File: src/rtl/mole_arena.sv
// Whack-a-mole round controller: random mole patterns, shrinking hit window,
// hit/miss/clear/timeout pulses and a saturating level counter.
module mole_arena #(
  parameter int          N_HOLES   = 5,
  parameter int          TW        = 28,
  parameter int          GAP_TICKS = 2_000_000,
  parameter int          WIN_INIT  = 20_000_000,
  parameter int          WIN_MIN   = 5_000_000,
  parameter int          WIN_STEP  = 1_000_000,
  parameter logic [15:0] LFSR_SEED = 16'hACE1
) (
  input  logic               clk,
  input  logic               rst_n,
  input  logic               enable,
  input  logic [N_HOLES-1:0] button,
  output logic [N_HOLES-1:0] board_state,
  output logic               hit_pulse,
  output logic               miss_pulse,
  output logic               round_clear,
  output logic               round_timeout,
  output logic [3:0]         level
);

  typedef enum logic [3:0] {
    IDLE   = 4'b0001,
    GAP    = 4'b0010,
    LOAD   = 4'b0100,
    ACTIVE = 4'b1000
  } state_t;

  localparam logic [TW-1:0] GAP_T      = TW'(GAP_TICKS);
  localparam logic [TW-1:0] WIN_INIT_T = TW'(WIN_INIT);
  localparam logic [TW-1:0] WIN_MIN_T  = TW'(WIN_MIN);
  localparam logic [TW-1:0] WIN_STEP_T = TW'(WIN_STEP);
  localparam logic [TW-1:0] ONE_T      = TW'(1);
  localparam logic [TW:0]   WIN_FLOOR  = (TW+1)'(WIN_MIN) + (TW+1)'(WIN_STEP);
  localparam logic [15:0]   LFSR_MASK  = 16'hD008;

  state_t             state;
  state_t             state_next;
  logic [TW-1:0]      timer;
  logic [TW-1:0]      timer_next;
  logic [TW-1:0]      window;
  logic [TW-1:0]      window_next;
  logic [TW-1:0]      window_dec;
  logic [15:0]        lfsr;
  logic [N_HOLES-1:0] board_next;
  logic [N_HOLES-1:0] board_after;
  logic [N_HOLES-1:0] load_pattern;
  logic [3:0]         level_next;
  logic               hit_next;
  logic               miss_next;
  logic               clear_next;
  logic               timeout_next;
  logic               timer_last;
  logic               is_clear;
  logic               is_timeout;
  logic               halted;

  // Free-running Galois LFSR; only a real reset reseeds it, enable never stalls it.
  always_ff @(posedge clk) begin
    if (!rst_n) begin
      lfsr <= LFSR_SEED;
    end else begin
      lfsr <= {1'b0, lfsr[15:1]} ^ (lfsr[0] ? LFSR_MASK : 16'h0000);
    end
  end

  assign halted       = !rst_n || !enable;
  assign timer_last   = (timer == ONE_T);
  assign board_after  = board_state & ~button;
  assign load_pattern = (lfsr[N_HOLES-1:0] == '0) ? N_HOLES'(1) : lfsr[N_HOLES-1:0];

  // A clear wins over a timeout landing in the same cycle.
  assign is_clear   = (state == ACTIVE) && (board_after == '0);
  assign is_timeout = (state == ACTIVE) && !is_clear && timer_last;

  // Compare in TW+1 bits so the floor test cannot wrap.
  assign window_dec = ({1'b0, window} >= WIN_FLOOR) ? (window - WIN_STEP_T) : WIN_MIN_T;

  always_ff @(posedge clk) begin
    if (halted) begin
      state <= IDLE;
    end else begin
      state <= state_next;
    end
  end

  always_comb begin
    state_next = state;
    unique case (state)
      IDLE:    state_next = GAP;
      GAP:     if (timer_last) state_next = LOAD;
      LOAD:    state_next = ACTIVE;
      ACTIVE:  if (is_clear || is_timeout) state_next = IDLE;
      default: state_next = IDLE;
    endcase
  end

  always_comb begin
    timer_next   = timer;
    board_next   = board_state;
    window_next  = window;
    level_next   = level;
    hit_next     = 1'b0;
    miss_next    = 1'b0;
    clear_next   = 1'b0;
    timeout_next = 1'b0;
    unique case (state)
      IDLE: timer_next = GAP_T;
      GAP:  timer_next = timer - ONE_T;
      LOAD: begin
        board_next = load_pattern;
        timer_next = window;
      end
      ACTIVE: begin
        hit_next   = |(button & board_state);
        miss_next  = |(button & ~board_state);
        timer_next = timer - ONE_T;
        if (is_clear) begin
          clear_next  = 1'b1;
          board_next  = '0;
          window_next = window_dec;
          level_next  = (level == 4'd15) ? 4'd15 : level + 4'd1;
        end else if (is_timeout) begin
          timeout_next = 1'b1;
          board_next   = '0;
        end else begin
          board_next = board_after;
        end
      end
      default: timer_next = '0;
    endcase
  end

  always_ff @(posedge clk) begin
    if (halted) begin
      timer         <= '0;
      window        <= WIN_INIT_T;
      board_state   <= '0;
      level         <= 4'd0;
      hit_pulse     <= 1'b0;
      miss_pulse    <= 1'b0;
      round_clear   <= 1'b0;
      round_timeout <= 1'b0;
    end else begin
      timer         <= timer_next;
      window        <= window_next;
      board_state   <= board_next;
      level         <= level_next;
      hit_pulse     <= hit_next;
      miss_pulse    <= miss_next;
      round_clear   <= clear_next;
      round_timeout <= timeout_next;
    end
  end

endmodule

File: config.mk
export PLATFORM = sky130hd
export DESIGN_NAME = mole_arena
export DESIGN_NICKNAME = d
export VERILOG_FILES = /design/src/rtl/mole_arena.sv
export SDC_FILE = /design/constraint.sdc
export NUM_CORES = 1
export LEC_CHECK = 0
export ABC_CLOCK_PERIOD_IN_PS = 3600
export BUFFER_PORTS_ARGS = -buffer_cell sky130_fd_sc_hd__buf_2
export CAP_MARGIN = 20
export CORE_MARGIN = 2
export CORE_UTILIZATION = 65
export CTS_BUF_LIST = sky130_fd_sc_hd__clkbuf_4 sky130_fd_sc_hd__clkbuf_8
export DETAILED_ROUTE_END_ITERATION = 10
export PLACE_DENSITY = 0.93
export SLEW_MARGIN = 10
export SYNTH_ARGS = -nofsm -noshare
export SYNTH_HDL_FRONTEND = slang
export SYNTH_SLANG_ARGS = --single-unit
File: constraint.sdc
create_clock -name clk -period 3.6 [get_ports clk]
set_input_delay 0.54 -clock clk [delete_from_list [all_inputs] [get_ports clk]]
set_output_delay 0.54 -clock clk [all_outputs]
set_load 0.02 [all_outputs]
==> results of run 1 <==
==> report_power, final <==
group	switching, mW	internal [mW]	leakage, nW
logic	0.0820	0.0674	0.755
clock network	0.352	0.395	0.110
registers	0.0162	0.938	0.675
total	0.451	1.40	1.54
==> cell usage in the layout (no fill, tap or decap), types with 4 or more instances in the layout <==
cell,instances
o31ai_1,5
or3_1,8
and2_1,9
a211oi_1,8
or4_1,9
nand3_1,18
nand2_1,28
dfxtp_1,83
clkbuf_8,9
ha_1,5
o22ai_1,6
a21oi_1,21
o31a_1,5
o21ai_1,10
inv_1,11
buf_2,20
a22oi_1,6
xor2_1,16
nand4b_1,4
buf_4,6
and3_1,4
nor2_1,37
xnor2_1,24
nor4_1,9
nor3_1,27
nand2b_1,17
o21ai_0,9
==> worst paths after layout <==
check                              start    endpoint  depth (start not counted)
worst max-delay path            state[3]  window[23]                          6
worst min-delay path             lfsr[8]     lfsr[7]                          1
worst max register to register  state[3]  window[23]                          6
worst min register to register   lfsr[8]     lfsr[7]                          1
==> metal layers <==
metal  vias up  global-route usage [%]  wire [um]
met5         -                       0          0
met4         0                    10.7        191
met3        19                    6.92        549
met2       126                    45.1       4080
met1      1586                    35.7       3790
li1       1662                       -          -
==> area by class of cell <==
class | instances | area share, %
inverters | 11 | 0.957
well taps | 75 | 2.17
clock buffers | 9 | 2.87
clock inverters | 7 | 2.29
flip-flops and latches | 83 | 38.5
multi-input cells | 331 | 49.9
repair buffers | 26 | 3.36
==> flip-flops by register name, indices dropped and copies added, names as in the netlist <==
name           cells
timer             28
window            22
lfsr              16
board_state        5
level              4
state              4
hit_pulse          1
miss_pulse         1
round_clear        1
round_timeout      1
==> logic make-up (layout without fill, tap and decap cells) <==
| logic type | Yosys count | in the layout | share of synthesized area [%] |
|---|---|---|---|
| AND/OR/NAND/NOR | 196 | 196 | 28.4 |
| AO/OA/AOI/OAI | 90 | 90 | 15.7 |
| flip-flops | 83 | 83 | 42.3 |
| XOR/XNOR | 40 | 40 | 8.91 |
| buffers and inverters | 30 | 53 | 3.15 |
| adder cells (fa/ha/maj) | 5 | 5 | 1.59 |
==> through the flow <==
stage / utilization (%) / setup WS (ns) / hold slack, ns
after floorplan: - / 1.55 / 0.386
after global placement: 69.6 / 1.16 / 0.400
after detailed placement: 69.6 / 1.06 / 0.401
after CTS: 73.3 / 1.03 / 0.425
after global routing: 73.3 / 0.788 / 0.448
final: 73.3 / 0.981 / 0.424
==> summary.md, run 1 <==
| Metric | Value |
|---|---|
| Status | `completed` |
| # rows | `28` |
| Area of the multi-input gates | `0.00215 mm2` |
| Cts repair resizes | `0` |
| Detail Placement HPWL | `5830 um` |
| Least-Margin Pin Slew | `0.785 ns` |
| Area leader, netlist | `dfxtp_1` |
| Critical Path Fanout Max | `17` |
| Most common cell in the synthesized netlist | `dfxtp_1` |
| Final net count | `475` |
| Vias in the first global route | `3076` |
| Initial Util | `66.8%` |
| Routed length per instance | `15.9 um` |
| Number of max-cap violations | `0` |
| First-pass GRT wire length | `14300 um` |
| Post-Syn Nets | `457` |
| Boundary Pins | `21` |
| CTS buffer count | `9` |
| Dominant synthesized flop cell | `dfxtp_1` |
| Area growth, synth to finish | `9.80%` |
| Post-route setup TNS | `0 ns` |
| # setup viols final | `0` |
| Hold Vio Cnt, Final | `0` |
| Finished Cell Area | `0.00432 mm2` |
| Final RePlAce weighted congestion | `0.955` |
| CTS tree | `yes` |
| Fillers | `403` |
| Final cell count without fillers | `542` |
| Final clock skew | `0.00666 ns` |
| Max Freq | `382 MHz` |
| Max IR drop VDD | `0.393 mV` |
| Post-synth EDFFs | `0` |
| CP Cell Sequence | `nor4b_2 -> buf_4 -> and3_1 -> nand2_1 -> or4_1 -> a211oi_1` |
| Sink Count | `83` |
| Worst slew margin | `47.2%` |
| Fin crit share | `72.7%` |
| Crit start category | `flip-flop` |
| Dpl cells | `526` |
| Arrival time at the worst endpoint | `2.90 ns` |
| Antenna Cells | `0` |
| Total core area | `0.00589 mm2` |
| Crit path max-delay family | `simple AND/OR/NAND/NOR gates` |
| Drt via density | `6.26` |
| DRT Wirelength | `8610 um` |
| Die width | `81.8 um` |
| Hold WC Path Type | `reg2reg` |
| Async S/R FF share, synth | `0%` |
| Root buffer cell | `clkbuf_8` |
| # DRC | `0` |
| Minimum clock period | `2.62 ns` |
| Crit. End Element | `flip-flop` |
| WP buf/inv | `1` |
| PD cells | `429 mW/mm2` |
| Initial antenna violation count | `0` |
| H-tree depth | `3` |
| # hold bufs at CTS | `0` |
| Slowest-stage cell, CP | `or4_1` |
| Vias | `3393` |
| RSZ-0062 raised after global routing | `no` |
| Post-synth cell types | `64` |
| Reg area | `0.00166 mm2` |
| Largest net degree at the start of global routing | `35` |
| Post-Synthesis Cells | `444` |
| Die H | `81.8 um` |
| Worst path required time | `3.88 ns` |
| Initial DRT Pass Iterations | `5` |
| GR Util All Layers | `27.8%` |
| Number of buffers added on ports | `20` |
| Crit-path max cell delay | `0.62 ns` |
| Tot Pwr | `1.85 mW` |
| DR iter-0 viols | `220` |
| Post-synthesis register bit count | `83` |
| Postcts setup bufs | `0` |
| Synth area leaders | `dfxtp_1 42%, xnor2_1 5.3%, xor2_1 3.6%` |
| Die area | `0.00669 mm2` |
| Sequential area share after synthesis | `42.3%` |
| Avg Synthesized Cell Area | `8.85 um2` |
| Worst-Skew Late Latency | `0.36 ns` |
| Area after detailed placement | `0.00409 mm2` |
| R2R setup slack | `0.98 ns` |
| Register clock-pin slew on the reported worst setup and hold paths | `0.09 ns` |
| GR Overflow Total | `0` |
| Routed Antenna Nets | `0` |
| Synth cell count leaders | `83 x dfxtp_1, 37 x nor2_1, 28 x nand2_1` |
| Share of the synthesized area in the top cell type | `42.3%` |
| Yosys Warn Count | `0` |
| Synthesized area | `0.00393 mm2` |
| Clock Path Buffers | `2` |
| Leak | `1.54 nW` |
| Final Max Slew Viols | `0` |
| WS Path Type | `reg2reg` |
| Proportion of layout cells with a drive suffix above 1 | `12.0%` |
Note: power is estimated with default switching activity, not from simulation.
==> run 2: changes to the inputs <==
- ABC_CLOCK_PERIOD_IN_PS: 3600 -> 2300
- CORE_UTILIZATION: 65 -> 57
- PLACE_DENSITY: 0.93 -> 0.87
- clock period: 3.6 -> 2.3 ns (I/O delays scaled with it)
==> run 2 against run 1 <==
Effect of this change:
- sequential share of layout area is 0.52 points lower
- cell count is 2.6% higher
- register-to-register slack worse by 0.83 ns
- worst hold slack worse by 0.14 ns
- non-clock buffer count is 9 higher
- power is 52% higher
- die area is 13% higher
- largest cell class unchanged
==> summary.md, run 2 (synthesis gave the netlist of run 1 again) <==
| Metric | Value |
|---|---|
| Final clock skew | `0.0104 ns` |
| GR Overflow Total | `0` |
| Detail Placement HPWL | `6190 um` |
| Vias in the first global route | `3287` |
| Root buffer cell | `clkbuf_8` |
| R2R setup slack | `0.15 ns` |
| WP buf/inv | `1` |
| Post-route setup TNS | `0 ns` |
| Slowest-stage cell, CP | `or4_1` |
| Fillers | `522` |
| Hold depth | `2` |
| Final cell count without fillers | `556` |
| CTS tree | `yes` |
| Fin crit share | `93.5%` |
| Die area | `0.00758 mm2` |
| Largest Register | `timer` |
| Largest net degree at the start of global routing | `26` |
| CP Cell Sequence | `nor4b_2 -> buf_4 -> nand3_2 -> or4_1 -> or4_1 -> o211ai_1` |
| # hold bufs at CTS | `0` |
| Number of flip-flops in the largest register | `28` |
| PD cells | `643 mW/mm2` |
| Initial antenna violation count | `0` |
| Vias | `3427` |
| Max Freq | `465 MHz` |
| Max IR drop VDD | `0.378 mV` |
| GR Util All Layers | `25.5%` |
| WS Path Type | `reg2reg` |
| Final Max Slew Viols | `0` |
| # DRC | `0` |
| Commonest non-fill, non-tap cell in the layout | `dfxtp_1` |
| DR iter-0 viols | `225` |
| Die H | `87.0 um` |
| Biggest regs | `timer: 28 flops, window: 22 flops, lfsr: 16 flops` |
| Total core area | `0.00672 mm2` |
| Antenna Cells | `0` |
| Die width | `87.0 um` |
| Proportion of layout cells with a drive suffix above 1 | `13.9%` |
| Number of max-cap violations | `0` |
| Leak | `1.57 nW` |
| HP Start | `rst_n` |
| Minimum clock period | `2.15 ns` |
| # setup viols final | `0` |
| Number of buffers added on ports | `20` |
| R2R Path Start | `state[3]` |
| Critical Path Fanout Max | `10` |
| # rows | `30` |
| Boundary Pins | `21` |
| Tot Pwr | `2.81 mW` |
| Clock Path Buffers | `2` |
| Hold_ws | `0.281 ns` |
| Crit-path most repeated cell | `or4_1` |
| Cts repair resizes | `0` |
| Worst Setup SP | `state[3]` |
| Final worst setup slack | `0.150 ns` |
| Hold WC Path Type | `in2reg` |
| Hold Vio Cnt, Final | `0` |
| H-tree depth | `3` |
| Routed Antenna Nets | `0` |
| DRT Wirelength | `9040 um` |
| Sink Count | `83` |
| CTS buffer count | `9` |
| Routed length per instance | `16.3 um` |
| Status | `completed` |
| Dpl cells | `540` |
| Register clock-pin slew on the reported worst setup and hold paths | `0.09 ns` |
| Most frequent cells in the layout | `83 x dfxtp_1, 36 x nor2_1, 28 x nand2_1, 27 x nor3_1, 24 x xnor2_1` |
| Postcts setup bufs | `0` |
| Worst path required time | `2.58 ns` |
| Worst slew margin | `48.6%` |
| Crit start category | `flip-flop` |
| Initial DRT Pass Iterations | `6` |
| Drt via density | `6.16` |
| Pre-CTS setup slack | `0.191 ns` |
| WP depth | `6` |
| Initial Util | `58.5%` |
| Area growth, synth to finish | `11.3%` |
| Final net count | `484` |
| Crit. End Element | `flip-flop` |
| Crit path max-delay family | `simple AND/OR/NAND/NOR gates` |
| Crit-path max cell delay | `0.50 ns` |
| First-pass GRT wire length | `15200 um` |
| Final RePlAce weighted congestion | `0.906` |
| Arrival time at the worst endpoint | `2.43 ns` |
| Worst-Skew Late Latency | `0.36 ns` |
| RSZ-0062 raised after global routing | `no` |
| Path depth of the worst reg2reg path | `6` |
| Least-Margin Pin Slew | `0.769 ns` |
-- run 2: changes by cell type in the layout (fill, tap and decap cells not counted) --
cell / previous run / this run
clkbuf_8: 9 / 10
nor2_2: 0 / 1
buf_4: 6 / 15
bufinv_16: 2 / 1
clkbuf_4: 0 / 1
nor2_1: 37 / 36
inv_6: 2 / 1
-- run 2: where the power goes --
| part | total, mW | switching, mW | internal [mW] |
|---|---|---|---|
| Sequential | 1.49 | 0.0247 | 1.47 |
| Combinational | 0.237 | 0.130 | 0.107 |
| Clock | 1.08 | 0.535 | 0.547 |
| Total | 2.81 | 0.689 | 2.12 |
-- run 2: path summary, 6_finish.rpt --
check | to
worst min register to register | lfsr[6]
worst min-delay path | lfsr[6]
worst max-delay path | window[22]
worst max register to register | window[22]
-- run 2: layer usage --
layer / track usage [%] / part of all wire, % / vias to the layer above
met5: 0 / 0 / -
met4: 11.5 / 2.3 / 0
met3: 4.74 / 5.1 / 24
met2: 42.7 / 49 / 117
met1: 31.7 / 43 / 1618
li1: - / - / 1668
-- run 2: area by class of cell --
cell class	instances	area (um2)	area share [%]
multi-input cells	331	2150	49.2
flip-flops and latches	83	1660	38.0
repair buffers	35	213	4.86
clock buffers	11	145	3.32
well taps	80	100	2.29
clock inverters	5	60.1	1.37
inverters	11	41.3	0.944
-- run 2: per-stage QoR --
step,util [%],cell area (um2)
3_3_place_gp,62.0,4170
2_1_floorplan,-,3930
3_5_place_dp,62.0,4170
5_1_grt,65.1,4380
6_report,65.1,4380
4_1_cts,65.1,4370
-- run 2: worst register-to-register path: stages, from the launching register on --
cell and delay (ns):
dfxtp_1 0.43, nor4b_2 0.28, buf_4 0.23, nand3_2 0.10, or4_1 0.50, or4_1 0.42
o211ai_1 0.10
==> run 3: changes to the inputs <==
- ABC_CLOCK_PERIOD_IN_PS: 2300 -> 2500
- CORE_UTILIZATION: 57 -> 50
- CTS_CLUSTER_DIAMETER: unset -> 120
- PLACE_DENSITY: 0.87 -> 0.76
- clock period: 2.3 -> 2.5 ns (I/O delays scaled with it)
==> run 3 against run 2 <==
Effect of this change:
- critical endpoint is now window[25]
- sequential power decreased by 8%
- cell count increased by 3.6%
- first-iteration DRC count increased by 42%
- largest cell class unchanged
==> summary.md, run 3 (synthesis gave the netlist of run 1 again) <==
| Metric | Value |
|---|---|
| Status | `completed` |
| Minimum clock period | `2.13 ns` |
| # setup viols final | `0` |
| GR Overflow Total | `0` |
| Routed Antenna Nets | `0` |
| # DRC | `0` |
| Clock Path Buffers | `2` |
| Vias in the first global route | `3102` |
| Max IR drop VDD | `0.366 mV` |
| Sink Count | `83` |
| Number of buffers added on ports | `20` |
| Proportion of layout cells with a drive suffix above 1 | `13.3%` |
| Initial Util | `51.1%` |
| # rows | `32` |
| Cts repair resizes | `0` |
| Die width | `92.7 um` |
| RSZ-0062 raised after global routing | `no` |
| Combinational power share | `8.3%` |
| Biggest regs | `timer: 28 flops, window: 22 flops, lfsr: 16 flops` |
| Clock Power Share | `38.6%` |
| Slowest-stage cell, CP | `or4_1` |
| First-pass GRT wire length | `14300 um` |
| DRT Wirelength | `8610 um` |
| Least-Margin Pin Slew | `0.785 ns` |
| Worst path required time | `2.77 ns` |
| Number of max-cap violations | `0` |
| Max Freq | `469 MHz` |
| CTS buffer count | `9` |
| Finished Core Util | `57.1%` |
| Drt via density | `5.88` |
| Critical Path Fanout Max | `11` |
| Dpl cells | `560` |
| Commonest non-fill, non-tap cell in the layout | `dfxtp_1` |
| Number of flip-flops in the largest register | `28` |
| Total core area | `0.00769 mm2` |
| Root buffer cell | `clkbuf_8` |
| Sequential Power Share | `53.1%` |
| Boundary Pins | `21` |
| Switching Power | `0.657 mW` |
| Vias | `3384` |
| Leak | `1.56 nW` |
| Final Max Slew Viols | `0` |
| Postcts setup bufs | `0` |
| Die area | `0.00859 mm2` |
| Final cell count without fillers | `576` |
| Register clock-pin slew on the reported worst setup and hold paths | `0.09 ns` |
| CP Cell Sequence | `nor4b_2 -> and3_1 -> nand2_1 -> or4_1 -> a211oi_1` |
| Die H | `92.7 um` |
| Initial DRT Pass Iterations | `5` |
| Worst-Skew Late Latency | `0.36 ns` |
| PD cells | `589 mW/mm2` |
| Largest net degree at the start of global routing | `26` |
| Routed length per instance | `14.9 um` |
| Sw Ratio | `25.4%` |
| CTS tree | `yes` |
| Hold WC Path Type | `in2reg` |
| GR Util All Layers | `20.6%` |
| WS Path Type | `reg2reg` |
| Final worst setup slack | `0.368 ns` |
| Post-route setup TNS | `0 ns` |
| Initial antenna violation count | `0` |
| # hold bufs at CTS | `0` |
| Hold_ws | `0.307 ns` |
| Crit start category | `flip-flop` |
| Crit-path max cell delay | `0.56 ns` |
| Fin crit share | `85.3%` |
| Arrival time at the worst endpoint | `2.40 ns` |
| Hold Vio Cnt, Final | `0` |
| Final net count | `482` |
| Crit. End Element | `flip-flop` |
| Worst slew margin | `47.3%` |
| Internal | `1.93 mW` |
| Final RePlAce weighted congestion | `0.904` |
| Pre-CTS setup slack | `0.381 ns` |
| Detail Placement HPWL | `6120 um` |
| Antenna Cells | `0` |
| Most frequent cells in the layout | `83 x dfxtp_1, 37 x nor2_1, 28 x nand2_1, 27 x nor3_1, 24 x xnor2_1` |
| H-tree depth | `3` |
| Largest Register | `timer` |
| Area growth, synth to finish | `11.6%` |
| Fillers | `703` |
| Final clock skew | `0.00797 ns` |
| DR iter-0 viols | `320` |
run 3: path summary, 6_finish.rpt:
path	start	end	slack, ns	depth (start not counted)
worst max-delay path	state[3]	window[25]	0.37	5
worst min-delay path	rst_n	lfsr[0]	0.31	2
worst max register to register	state[3]	window[25]	0.37	5
worst min register to register	lfsr[8]	lfsr[7]	0.42	1
run 3: critical path, delay by kind of cell (launching register included):
family	cells	cell delay, ns
and+or+nand+nor	4	1.38
DFF	1	0.43
AOI/OAI and AO/OA	1	0.24
run 3: power groups by stage:
stage / Clock [mW] / Combinational (mW) / Sequential [mW]
after detailed placement: 0 / 0.211 / 1.40
final: 0.997 / 0.215 / 1.37
after global placement: 0 / 0.208 / 1.40
after floorplan: 0 / 0.166 / 1.40
after global routing: 1.08 / 0.237 / 1.38
after CTS: 1.02 / 0.215 / 1.37
run 3: metrics by stage:
| step | instance area, um2 | power [mW] |
|---|---|---|
| floorplan | 3930 | 1.56 |
| global placement | 4180 | 1.61 |
| detailed placement | 4180 | 1.61 |
| CTS | 4390 | 2.61 |
| global route | 4390 | 2.70 |
| finish | 4390 | 2.58 |
run 3: per-layer routing:
metal  vias to the layer above  global-route usage (%)  share of wire, %
met5                         -                       0                 0
met4                         0                    8.09               1.2
met3                        13                    3.91               4.7
met2                       100                    32.1                47
met1                      1601                    28.2                47
li1                       1670                       -                 -
run 3: area by class of cell:
type	count	area, um2	share of cell area (%)
clock inverters	7	83.8	1.91
clock buffers	9	124	2.82
well taps	102	128	2.91
multi-input cells	331	2150	49.0
repair buffers	33	198	4.51
inverters	11	41.3	0.941
flip-flops and latches	83	1660	37.9
